File: config.mk
export PLATFORM = sky130hd
export DESIGN_NAME = tx_arbiter
export DESIGN_NICKNAME = d
export VERILOG_FILES = /design/src/rtl/tx_arb_pkg.sv /design/src/rtl/byte_fifo.sv /design/src/rtl/tx_arbiter.sv
export SDC_FILE = /design/constraint.sdc
export NUM_CORES = 1
export LEC_CHECK = 0
export CAP_MARGIN = 20
export CORE_ASPECT_RATIO = 0.9
export CORE_MARGIN = 2
export CORE_UTILIZATION = 41
export DETAILED_ROUTE_END_ITERATION = 7
export PLACE_DENSITY = 0.77
export SLEW_MARGIN = 25
export SYNTH_ARGS = -nofsm -noshare
export SYNTH_HDL_FRONTEND = slang
export SYNTH_HIERARCHICAL = 1
export SYNTH_SLANG_ARGS = --single-unit
File: constraint.sdc
create_clock -name clk -period 2.05 [get_ports clk]
set_input_delay 0.205 -clock clk [delete_from_list [all_inputs] [get_ports clk]]
set_output_delay 0.205 -clock clk [all_outputs]
set_load 0.02 [all_outputs]
File: src/rtl/tx_arb_pkg.sv
// Shared types and defaults for the host-bound byte channel arbiter.
package tx_arb_pkg;

  typedef enum logic [1:0] {
    IDLE       = 2'd0,
    GRANT_KBD  = 2'd1,
    GRANT_RESP = 2'd2
  } tx_arb_state_t;

  typedef enum logic {
    KBD  = 1'b0,
    RESP = 1'b1
  } tx_src_t;

  localparam int TX_ARB_MAX_PKT = 8;

endpackage

File: src/rtl/byte_fifo.sv
// Power-of-2 byte FIFO, valid/ready on both sides; zero-latency read of head entry.
// Push refused while full (wr_rdy=0) even if a pop happens in the same cycle.
module byte_fifo #(
  parameter int DEPTH = 4
) (
  input  logic       clk,
  input  logic       reset_n,
  input  logic       wr_vld,
  input  logic [7:0] wr_dat,
  output logic       wr_rdy,
  output logic       rd_vld,
  output logic [7:0] rd_dat,
  input  logic       rd_rdy
);

  localparam int AW = $clog2(DEPTH);

  logic [7:0]  mem [DEPTH];
  logic [AW:0] wr_ptr;
  logic [AW:0] rd_ptr;
  logic        full;
  logic        empty;
  logic        push;
  logic        pop;

  // Extra pointer bit distinguishes full from empty when the indices match.
  assign empty  = (wr_ptr == rd_ptr);
  assign full   = (wr_ptr[AW] != rd_ptr[AW]) && (wr_ptr[AW-1:0] == rd_ptr[AW-1:0]);
  assign wr_rdy = !full;
  assign rd_vld = !empty;
  assign rd_dat = mem[rd_ptr[AW-1:0]];
  assign push   = wr_vld && !full;
  assign pop    = rd_rdy && !empty;

  always_ff @(posedge clk or negedge reset_n) begin
    if (!reset_n) begin
      wr_ptr <= '0;
      rd_ptr <= '0;
    end else begin
      if (push) wr_ptr <= wr_ptr + 1'b1;
      if (pop)  rd_ptr <= rd_ptr + 1'b1;
    end
  end

  always_ff @(posedge clk) begin
    if (push) mem[wr_ptr[AW-1:0]] <= wr_dat;
  end

endmodule

File: src/rtl/tx_arbiter.sv
// Arbitrates keyboard bytes and response packets onto the UART TX byte channel; accept->tx_valid 1 cycle.
// Packets are atomic, ties alternate, stalls follow tx_ready; TX_ARB_KBD_FIFO_EN adds a keyboard FIFO.
module tx_arbiter
  import tx_arb_pkg::*;
#(
  parameter int MAX_PKT        = TX_ARB_MAX_PKT,
  parameter int KBD_FIFO_DEPTH = 4
) (
  input  logic       clk,
  input  logic       reset_n,
  input  logic [7:0] kbd_data,
  input  logic       kbd_valid,
  output logic       kbd_ready,
  input  logic [7:0] resp_data,
  input  logic       resp_valid,
  input  logic       resp_last,
  output logic       resp_ready,
  output logic [7:0] tx_data,
  output logic       tx_valid,
  input  logic       tx_ready,
  output logic       overrun
);

  localparam int CW = $clog2(MAX_PKT);

  tx_arb_state_t state, state_nxt;
  tx_src_t       last_winner, winner_nxt;
  logic [CW-1:0] count, count_nxt;
  logic          slot_free;
  logic          kbd_pend;
  logic [7:0]    kbd_byte;
  logic          kbd_acc;
  logic          resp_acc;
  logic          force_rel;

  assign slot_free  = !tx_valid || tx_ready;
  assign resp_ready = (state == GRANT_RESP) && slot_free;

`ifdef TX_ARB_KBD_FIFO_EN
  logic       fifo_vld;
  logic [7:0] fifo_dat;

  byte_fifo #(.DEPTH(KBD_FIFO_DEPTH)) u_kbd_fifo (
    .clk     (clk),
    .reset_n (reset_n),
    .wr_vld  (kbd_valid),
    .wr_dat  (kbd_data),
    .wr_rdy  (kbd_ready),
    .rd_vld  (fifo_vld),
    .rd_dat  (fifo_dat),
    .rd_rdy  (kbd_acc)
  );

  assign kbd_pend = fifo_vld;
  assign kbd_byte = fifo_dat;
`else
  localparam int unused_fifo_depth = KBD_FIFO_DEPTH;

  assign kbd_pend  = kbd_valid;
  assign kbd_byte  = kbd_data;
  assign kbd_ready = (state == GRANT_KBD) && slot_free;
`endif

  always_ff @(posedge clk or negedge reset_n) begin
    if (!reset_n) state <= IDLE;
    else          state <= state_nxt;
  end

  always_comb begin
    state_nxt  = state;
    winner_nxt = last_winner;
    count_nxt  = count;
    kbd_acc    = 1'b0;
    resp_acc   = 1'b0;
    force_rel  = 1'b0;
    case (state)
      IDLE: begin
        if (kbd_pend && resp_valid)
          state_nxt = (last_winner == KBD) ? GRANT_RESP : GRANT_KBD;
        else if (kbd_pend)
          state_nxt = GRANT_KBD;
        else if (resp_valid)
          state_nxt = GRANT_RESP;
      end
      GRANT_KBD: begin
        if (slot_free && kbd_pend) begin
          kbd_acc    = 1'b1;
          state_nxt  = IDLE;
          winner_nxt = KBD;
        end
      end
      GRANT_RESP: begin
        // Holds the grant even while the response source idles mid-packet.
        if (slot_free && resp_valid) begin
          resp_acc = 1'b1;
          if (resp_last || count == CW'(MAX_PKT - 1)) begin
            force_rel  = !resp_last;
            state_nxt  = IDLE;
            winner_nxt = RESP;
            count_nxt  = '0;
          end else begin
            count_nxt = count + CW'(1);
          end
        end
      end
      default: state_nxt = IDLE;
    endcase
  end

  always_ff @(posedge clk or negedge reset_n) begin
    if (!reset_n) begin
      last_winner <= RESP;
      count       <= '0;
      tx_data     <= 8'h00;
      tx_valid    <= 1'b0;
      overrun     <= 1'b0;
    end else begin
      last_winner <= winner_nxt;
      count       <= count_nxt;
      overrun     <= force_rel;
      if (kbd_acc) begin
        tx_data  <= kbd_byte;
        tx_valid <= 1'b1;
      end else if (resp_acc) begin
        tx_data  <= resp_data;
        tx_valid <= 1'b1;
      end else if (tx_ready) begin
        tx_valid <= 1'b0;
      end
    end
  end

endmodule

Word level (Yosys, flattened, before mapping)
Index checks and enable logic that the tools add are counted.
{"block": "op_classes", "n_eq_ne": 7, "reduce_logical": 16, "muxes": 25, "n_addsub": 1}
{"cell": "two-way mux 8 bit", "count": 2}
{"cell": "two-way mux 2 bit", "count": 7}
{"cell": "two-way mux 1 bit", "count": 13}
{"cell": "AND reduction 4 bit", "count": 2}
{"cell": "inequality test 2 x 1 -> 1 bit, second input constant", "count": 3}
{"cell": "one-hot mux 2 bit (3 select lines)", "count": 1}
{"cell": "logical AND 1 bit", "count": 5}
{"cell": "inequality test 4 bit, second input constant", "count": 1}
{"cell": "nonzero test 2 bit", "count": 2}
{"cell": "adder 3 x 1 -> 3 bit, second input constant", "count": 1}
{"cell": "equality test 3 bit, second input constant", "count": 1}
{"cell": "two-way mux 3 bit", "count": 1}
{"cell": "nonzero test 3 bit", "count": 1}
{"cell": "equality test 2 x 1 -> 1 bit, second input constant", "count": 1}
{"cell": "equality test 2 bit, second input constant", "count": 1}
{"cell": "zero test 1 bit", "count": 2}
{"cell": "zero test 2 bit", "count": 1}
{"cell": "logical OR 1 bit", "count": 2}
{"cell": "one-hot mux 1 bit (2 select lines)", "count": 1}
{"cell": "AND reduction 2 bit", "count": 1}
{"block": "totals", "inputBits": 22, "reg_bits": 16}

Longest topological paths before layout
Gate-level depths: netlist of run 1.
{"block": "depth", "word_depth": 7, "depth_mapped": 5}

Worst setup path after synthesis of run 1
OpenSTA, ideal clock, no wires.
{"block": "synth_timing", "path_type": "flip-flop to flip-flop", "start": "register state[0]", "end": "register tx_data[0]", "synth_period_minus_slack_ns": 1.441, "t_required_ns": 1.925, "path_stages_with_launch": 4, "arrival_time_ns": 1.316, "setup_ns": 0.125, "n_path_buf": 0, "setup_slack_ns": 0.609, "path_cell_list": "dfrtp_1 > nand3b_1 > a21oi_2 > mux2_2"}
{"block": "synth_via", "elab_chain_cells": 3, "word_cells_on_any_way": 6}
{"element": "from (decl)", "line_no": "tx_arbiter.sv:26", "source": "tx_arb_state_t state, state_nxt;"}
{"element": "from (signal assigned)", "line_no": "tx_arbiter.sv:66", "source": "else state <= state_nxt;"}
{"element": "equality test 2 x 1 -> 1 bit or equality test 2 bit (tied branches)", "line_no": "tx_arbiter.sv:76", "source": "case (state)"}
{"element": "two-way mux 1 bit", "line_no": "tx_arbiter.sv:76"}
{"element": "two-way mux 8 bit or nonzero test 2 bit (tied branches)"}
{"element": "to (signal assigned)", "line_no": "tx_arbiter.sv:122", "source": "tx_data <= kbd_byte;"}
{"element": "to (signal assigned)", "line_no": "tx_arbiter.sv:125", "source": "tx_data <= resp_data;"}
{"element": "to (decl)", "line_no": "tx_arbiter.sv:18", "source": "output logic [7:0] tx_data,"}
Parallel ways exist; a longest one is shown, timed or not.
A chain may end at the register's enable or synchronous reset.

Worst setup path in the final report of run 1
{"block": "layout_timing", "start": "register state[0]", "end": "output port resp_ready"}
{"block": "layout_via", "elab_chain_cells": 2}
{"element": "equality test 2 bit", "line_no": "tx_arbiter.sv:37", "source": "assign resp_ready = (state == GRANT_RESP) && slot_free;"}
{"element": "logical AND 1 bit", "line_no": "tx_arbiter.sv:37"}
{"element": "to (decl)", "line_no": "tx_arbiter.sv:17", "source": "output logic resp_ready,"}
Every way passes these cells.

==> summary.md, run 1 <==
| Metric | Value |
|---|---|
| Main area contributors after synthesis | dfrtp_1, mux2_2, dfstp_2, ha_1, mux2i_1 |
| Post-Layout Inst Area | roughly 1200 sq um |
| Setup violations, final | 0 |
| Number of cells upsized or downsized after cts | 0 |
| Post-detailed-placement half-perimeter wirelength | 1.32 mm |
| Overall routing resource usage | 17.2% |
| Status | finished, final reports clean |
| Routed Antenna Nets | 0 |
| Reg-to-reg startpoint | state[1]$_DFFE_PN0P_ |
| Kind of path behind the tightest hold check | input pin to asynchronous set/reset pin |
| Most used flip-flop cell after synthesis | dfrtp_1 |
| CP endpoint | resp_ready |
| Max-Cap Viols | 0 |
| CP arrival | 1.74 ns |
| Routability cong. | 0.798 |
| Drt drc | 0 |
| Final Routed Wirelength | 1.70 mm |
| Total of hold buffers inserted after clock tree synthesis | 0 |
| Highest fanout seen on the critical path | 7 |
| Setup TNS | 0 ns |
| Max_slew headroom | 52.1% |
| Max Buffers Root-to-Sink | 2 |
| R2r endpoint | tx_data[0]$_DFFE_PN0P_ |
| Post-synth net total | 91 |
| Slew Viols, Final | 0 |
| Largest stage delay on the critical path | 0.59 ns |
| Worst slew pin tran | 0.717 ns |
| Worst clock skew | approximately 0.0013 ns |
| Req. time, crit path | ~1.9 ns |
| Routed via count | 642 |
| Yosys cell types | 24 |
| Count of boundary I/O pins | 34 |
| Clock tree from TritonCTS | done |
| Drt first-iter violations | 10 |
| P&R area growth vs syn | 46.2% |
| Ratio of total power to cell area | around 1300 nW/um^2 |
| Initial standard-cell utilization of the core | 43.4% |
| Sequential cell area fraction in the yosys report | 48.3% |
| Overall power consumption | 1.55 mW |
| Layout cells sized above 1 | 25.0% |
| Drt pass-1 iters | 4 |
| Leftover overflow at the end of global routing | 0 |
| Critical path, cell by cell | and2b_2 > and2_1 > clkdlybuf4s50_1 |
| Vias per cell | ~5 |
| Core outline area | 1910 sq um |
| IO buf count | 33 |
| Die footprint | 2400 sq um |
| Cell with the largest stage delay on the worst path | clkdlybuf4s50_1 |
| Synthesized instance count | between 60 and 70 |
| Clock network latency to the later pin of the worst-skew pair | 0.28 ns |
| Classification of the worst setup path | flop to primary output |
| Cell type contributing the most total cell area after synthesis | dfrtp_1 |
| Lkg Pwr | 0.536 nW |
| RSZ-0062 raised after global routing | false |
| Number of antenna violations at the first check in global routing | 0 |
| Clock Root Buffer | clkbuf_4 |
| Synth warnings | 6 |
| Clock sink total | 16 |
| Critical path launch point type | flop |
| Maximum number of pins on one net before global-route repair | 17 |
| R2R depth | 4 |
| Post-route clock period utilization | between 90% and 100% |
| Top post-synthesis cells by count | mux2_2, dfrtp_1, inv_1 |
| Worst vdd rail ir drop | 0.704 mV |
| Share of the synthesized area in the top cell type | 45.2% |
| Start point of the critical path | state[0]$_DFFE_PN0P_ |
| Final hold violation count | 0 |
| Number of global-route vias before repair | approximately 670 |
| Achievable Freq | between 500 and 600 MHz |
| Setup Buffers After CTS | 0 |
| Chip Height | 46.7 um |
| Setup slack of the worst register-to-register path | around 0.53 ns |
| Fraction of registers with async set or reset after synthesis | 100% |
| Number of flip-flops and latches in the synthesized netlist | 16 |
| Routed length per placed instance | 13.2 um |
| H-tree Lvls | 1 |
| Total placed instance area | 1190 sq um |
| Most repeated cell in the gate-level netlist after synthesis | mux2_2 |
| Antenna Diode Count | 0 |
| Number of enable-type register cells in the synthesized netlist | 0 |
| Time the final worst path needs with I/O delays and setup | about 1.9 ns |
| Final core utilization | 63.5% |
| Net count reported at finish | 129 |
| Die W | about 51 um |
| Summed instance area of the synthesized netlist | 831 sq um |
| Register clock-pin slew on the reported worst setup and hold paths | 0.09 ns |
| Avg Cell Area, Syn | 12.4 sq um |
| Placement Rows | 15 |
| Num CTS Buffers | 3 |
| First-pass GRT wire length | 2.98 mm |
| Critical path capture point type | primary output |
registers in the layout, summed over array words and instances (netlist names):
| name | count |
|---|---|
| tx_data | 8 |
| count | 3 |
| state | 2 |
| last_winner | 1 |
| overrun | 1 |
| tx_valid | 1 |
layout by cell type (no fill, tap or decap), drive strengths merged, types with 2 or more instances in the layout:
cell	Yosys	final
nor3	2	2
clkdlybuf4s50	0	33
nand2	3	3
inv	4	4
a21oi	4	4
dfrtp	15	15
nor2	2	2
mux2	17	17
ha	2	2
nand3b	2	2
nand3	2	2
clkbuf	0	4
mux2i	2	2
nor3b	2	2
how the worst min path moves through the flow:
| stage | end | slack (ns) | depth (start not counted) |
|---|---|---|---|
| after floorplan | count[0]$_DFFE_PN0P_ | -0.09 | 0 |
| after global placement | last_winner$_DFFE_PN1P_ | 0.48 | 2 |
| after detailed placement | last_winner$_DFFE_PN1P_ | 0.48 | 2 |
| after CTS | overrun$_DFF_PN0_ | 0.36 | 1 |
| after global routing | state[1]$_DFFE_PN0P_ | 0.38 | 1 |
| final | overrun$_DFF_PN0_ | 0.35 | 1 |
per-stage QoR:
step	setup slack [ns]	instances	hold slack, ns
2_1_floorplan	0.609	67	-0.0906
3_3_place_gp	0.239	125	0.480
3_5_place_dp	0.238	125	0.483
4_1_cts	0.101	129	0.358
5_1_grt	0.0105	129	0.382
6_report	0.109	129	0.347
critical path: cells and delay by family, from the launching register on:
family	cells	cell delay, ns
buffers and inverters	1	0.59
DFF	1	0.47
and+or+nand+nor	2	0.39
logic make-up (layout without fill, tap and decap cells):
logic type | Yosys count | count (layout) | share of synthesized area [%]
AO/OA/AOI/OAI | 7 | 7 | 5.72
adder cells (fa/ha/maj) | 2 | 2 | 3.01
buffers and inverters | 5 | 42 | 3.16
flip-flops | 16 | 16 | 48.3
multiplexers | 19 | 19 | 25.5
AND/OR/NAND/NOR | 18 | 18 | 14.3
layer usage:
layer,vias up,wire length [um],track usage (%)
li1,317,-,-
met1,303,701,20.1
met2,20,889,31.3
met3,2,91,5.19
met4,0,20,4.74
met5,-,0,0
power by group:
| part | internal (mW) | switching [mW] | total (mW) | leakage, nW |
|---|---|---|---|---|
| Sequential | 0.468 | 0.102 | 0.570 | 0.195 |
| Clock | 0.0755 | 0.0926 | 0.168 | 0.0150 |
| Combinational | 0.458 | 0.356 | 0.814 | 0.325 |
layout make-up:
cell class,count,area [sq um]
Fill cell,174,699
Multi-Input combinational cell,46,403
Sequential cell,16,402
Timing Repair Buffer,34,338
Tap cell,25,31.3
Clock buffer,4,26.3
Inverter,4,15.0
No activity file was read; power rests on OpenSTA's default activity.
==> run 2, diff against run 1 <==
- CORE_ASPECT_RATIO: 0.9 -> not set
- GPL_ROUTABILITY_DRIVEN: not set -> 0
- HOLD_SLACK_MARGIN: not set -> 0.06
==> run 2 against run 1 <==
Compared with the run above: clock-buffer cell count stayed put; hold slack worse by 0.019 ns; die area hardly changed; final cell count increased by 1.6%; design area up 1.0%; power grew 1.9%; clock skew is essentially flat; largest cell class unchanged; critical path type unchanged.
==> summary.md, run 2 (synthesized netlist as in run 1, its figures left out) <==
| Metric | Value |
|---|---|
| Die W | 49.0 um (-4.7%) |
| Routed via count | 621 (-3.3%) |
| IO buf count | 33 (unchanged) |
| CP arrival | 1.72 ns (-0.02 ns) |
| Clock Root Buffer | clkbuf_4 |
| Leftover overflow at the end of global routing | 0 (unchanged) |
| Max Buffers Root-to-Sink | 2 (unchanged) |
| Slew Viols, Final | 0 (unchanged) |
| Setup slack of the worst register-to-register path | 0.54 ns (about the same) |
| Post-detailed-placement half-perimeter wirelength | 1.25 mm (-5.0%) |
| Status | finished, final reports clean |
| Worst clock skew | 0.00139 ns (+0.000108 ns) |
| Overall routing resource usage | 14.5% (-2.7 points) |
| Max reg flops | 8 (unchanged) |
| Max-Cap Viols | 0 (unchanged) |
| Layout cells sized above 1 | 26.0% (+0.96 points) |
| Commonest cells after routing, fill and taps aside | clkdlybuf4s50_1, mux2_2, dfrtp_1, inv_1 |
| RSZ-0062 raised after global routing | false |
| Core outline area | 1940 sq um (+1.4%) |
| Routed length per placed instance | 12.1 um (-8.6%) |
| Largest registers ranked by flip-flop count | tx_data (8), count (3), state (2) |
| Antenna Diode Count | 0 (unchanged) |
| Drt first-iter violations | 7 (-3) |
| Die footprint | 2400 sq um (about the same) |
| R2R depth | 4 (unchanged) |
| Time the final worst path needs with I/O delays and setup | 1.92 ns (-0.0171 ns) |
| Post-route clock period utilization | 93.9% (-0.83 points) |
| Ratio of total power to cell area | 1290 nW/um^2 (+0.86%) |
| Num CTS Buffers | 3 (unchanged) |
| Largest stage delay on the critical path | 0.60 ns (about the same) |
| P&R area growth vs syn | 47.7% |
| Total of hold buffers inserted after clock tree synthesis | 0 (unchanged) |
| Chip Height | 49.0 um (+4.9%) |
| Clock network latency to the later pin of the worst-skew pair | 0.28 ns (about the same) |
| Number of antenna violations at the first check in global routing | 0 (unchanged) |
| Req. time, crit path | 1.85 ns (about the same) |
| Highest fanout seen on the critical path | 7 (unchanged) |
| Drt pass-1 iters | 4 (unchanged) |
| Final hold violation count | 0 (unchanged) |
| Count of boundary I/O pins | 34 (unchanged) |
| Kind of path behind the tightest hold check | input pin to asynchronous set/reset pin |
| Drt drc | 0 (unchanged) |
| Initial standard-cell utilization of the core | 42.8% (-0.62 points) |
| Vias per cell | 4.74 (-4.7%) |
| Net count reported at finish | 129 (unchanged) |
| Register clock-pin slew on the reported worst setup and hold paths | 0.09 ns (about the same) |
| Reg-to-reg startpoint | state[1]$_DFFE_PN0P_ |
| Worst vdd rail ir drop | 0.700 mV (-0.51%) |
| Classification of the worst setup path | flop to primary output |
| Critical path launch point type | flop |
| Most frequent standard cell in the layout excluding fill and tap cells | clkdlybuf4s50_1 |
| Largest register by flop count | tx_data |
| Worst slew pin tran | 0.674 ns (-0.0422 ns) |
| Routed Antenna Nets | 0 (unchanged) |
| Filler Cell Count | 165 (-5.2%) |
| Critical path capture point type | primary output |
| Setup violations, final | 0 (unchanged) |
| First-pass GRT wire length | 2.75 mm (-7.9%) |
| Overall power consumption | 1.58 mW (+1.9%) |
| H-tree Lvls | 1 (unchanged) |
| Achievable Freq | 520 MHz (+0.89%) |
| Number of buffers and inverters on the critical path | 1 (unchanged) |
| Footprint of the multi-input gates | 403 sq um (unchanged) |
| Cell with the largest stage delay on the worst path | clkdlybuf4s50_1 |
| Kind of cell with the highest combined delay on the critical path | buffers and inverters |
| Clock tree from TritonCTS | done |
| Maximum number of pins on one net before global-route repair | 17 (unchanged) |
| Final Routed Wirelength | 1.58 mm (-7.2%) |
| Critical path, cell by cell | and2b_2 > and2_1 > clkdlybuf4s50_1 |
| R2r endpoint | tx_data[2]$_DFFE_PN0P_ |
| Number of global-route vias before repair | 608 (-9.0%) |
| Lkg Pwr | 0.542 nW (+1.1%) |
| Total area of sequential cells | 402 sq um (unchanged) |
| Max_slew headroom | 54.9% (+2.8 points) |
| Number of cells upsized or downsized after cts | 0 (unchanged) |
| Setup Buffers After CTS | 0 (unchanged) |
| Setup TNS | 0 ns (unchanged) |
| Clock sink total | 16 (unchanged) |
| Placement Rows | 16 (+1) |
[run 2: where the power goes]
part	total, mW	switching, mW	internal (mW)
sequential	0.569	0.101	0.468
clock	0.203	0.0949	0.108
combinational	0.811	0.352	0.458
[run 2: cell type report]
type	instances	area share [%]
tap	27	2.75
sequential	16	32.7
multi-input combinational	46	32.8
timing repair buffer	34	27.5
clock buffer	4	2.96
inverter	4	1.22
[run 2: worst reg2reg max path, delay by kind of cell, from the launching register on]
| family | cells | cell delay (ns) |
|---|---|---|
| compound gates | 1 | 0.16 |
| buf+inv | 1 | 0.18 |
| flops | 1 | 0.45 |
| mux | 1 | 0.35 |
| simple gates | 1 | 0.27 |
[run 2: metal layers]
| layer | wire length [um] | track usage [%] | vias to the layer above |
|---|---|---|---|
| li1 | - | - | 311 |
| met1 | 704 | 19.0 | 292 |
| met2 | 802 | 24.2 | 14 |
| met3 | 58 | 2.15 | 4 |
| met4 | 15 | 5.71 | 0 |
| met5 | 0 | 0 | - |
[run 2: through the flow]
step | area (sq um) | util (%) | instances | setup slack (ns) | hold WS [ns]
2_1_floorplan | 831 | - | 67 | 0.609 | -0.0906
3_3_place_gp | 1190 | 61.3 | 127 | 0.227 | 0.480
3_5_place_dp | 1190 | 61.3 | 127 | 0.246 | 0.484
4_1_cts | 1230 | 63.2 | 131 | 0.112 | 0.354
5_1_grt | 1230 | 63.2 | 131 | 0.0561 | 0.389
6_report | 1230 | 63.2 | 131 | 0.126 | 0.328
[run 2: how the worst max path moves through the flow]
stage                               startpoint                      to  slack [ns]  cells after the start
after floorplan           state[0]$_DFFE_PN0P_  tx_data[0]$_DFFE_PN0P_        0.61                      3
after global placement                tx_ready              resp_ready        0.23                      4
after detailed placement              tx_ready              resp_ready        0.25                      4
after CTS                 state[0]$_DFFE_PN0P_              resp_ready        0.11                      3
after global routing      state[0]$_DFFE_PN0P_              resp_ready        0.06                      3
final                     state[0]$_DFFE_PN0P_              resp_ready        0.13                      3
==> run 3, diff against run 2 <==
- CTS_CLUSTER_SIZE: not set -> 30
==> results of run 3 <==
Same layout as run 2: the final DEF is identical, and so are final timing and power.
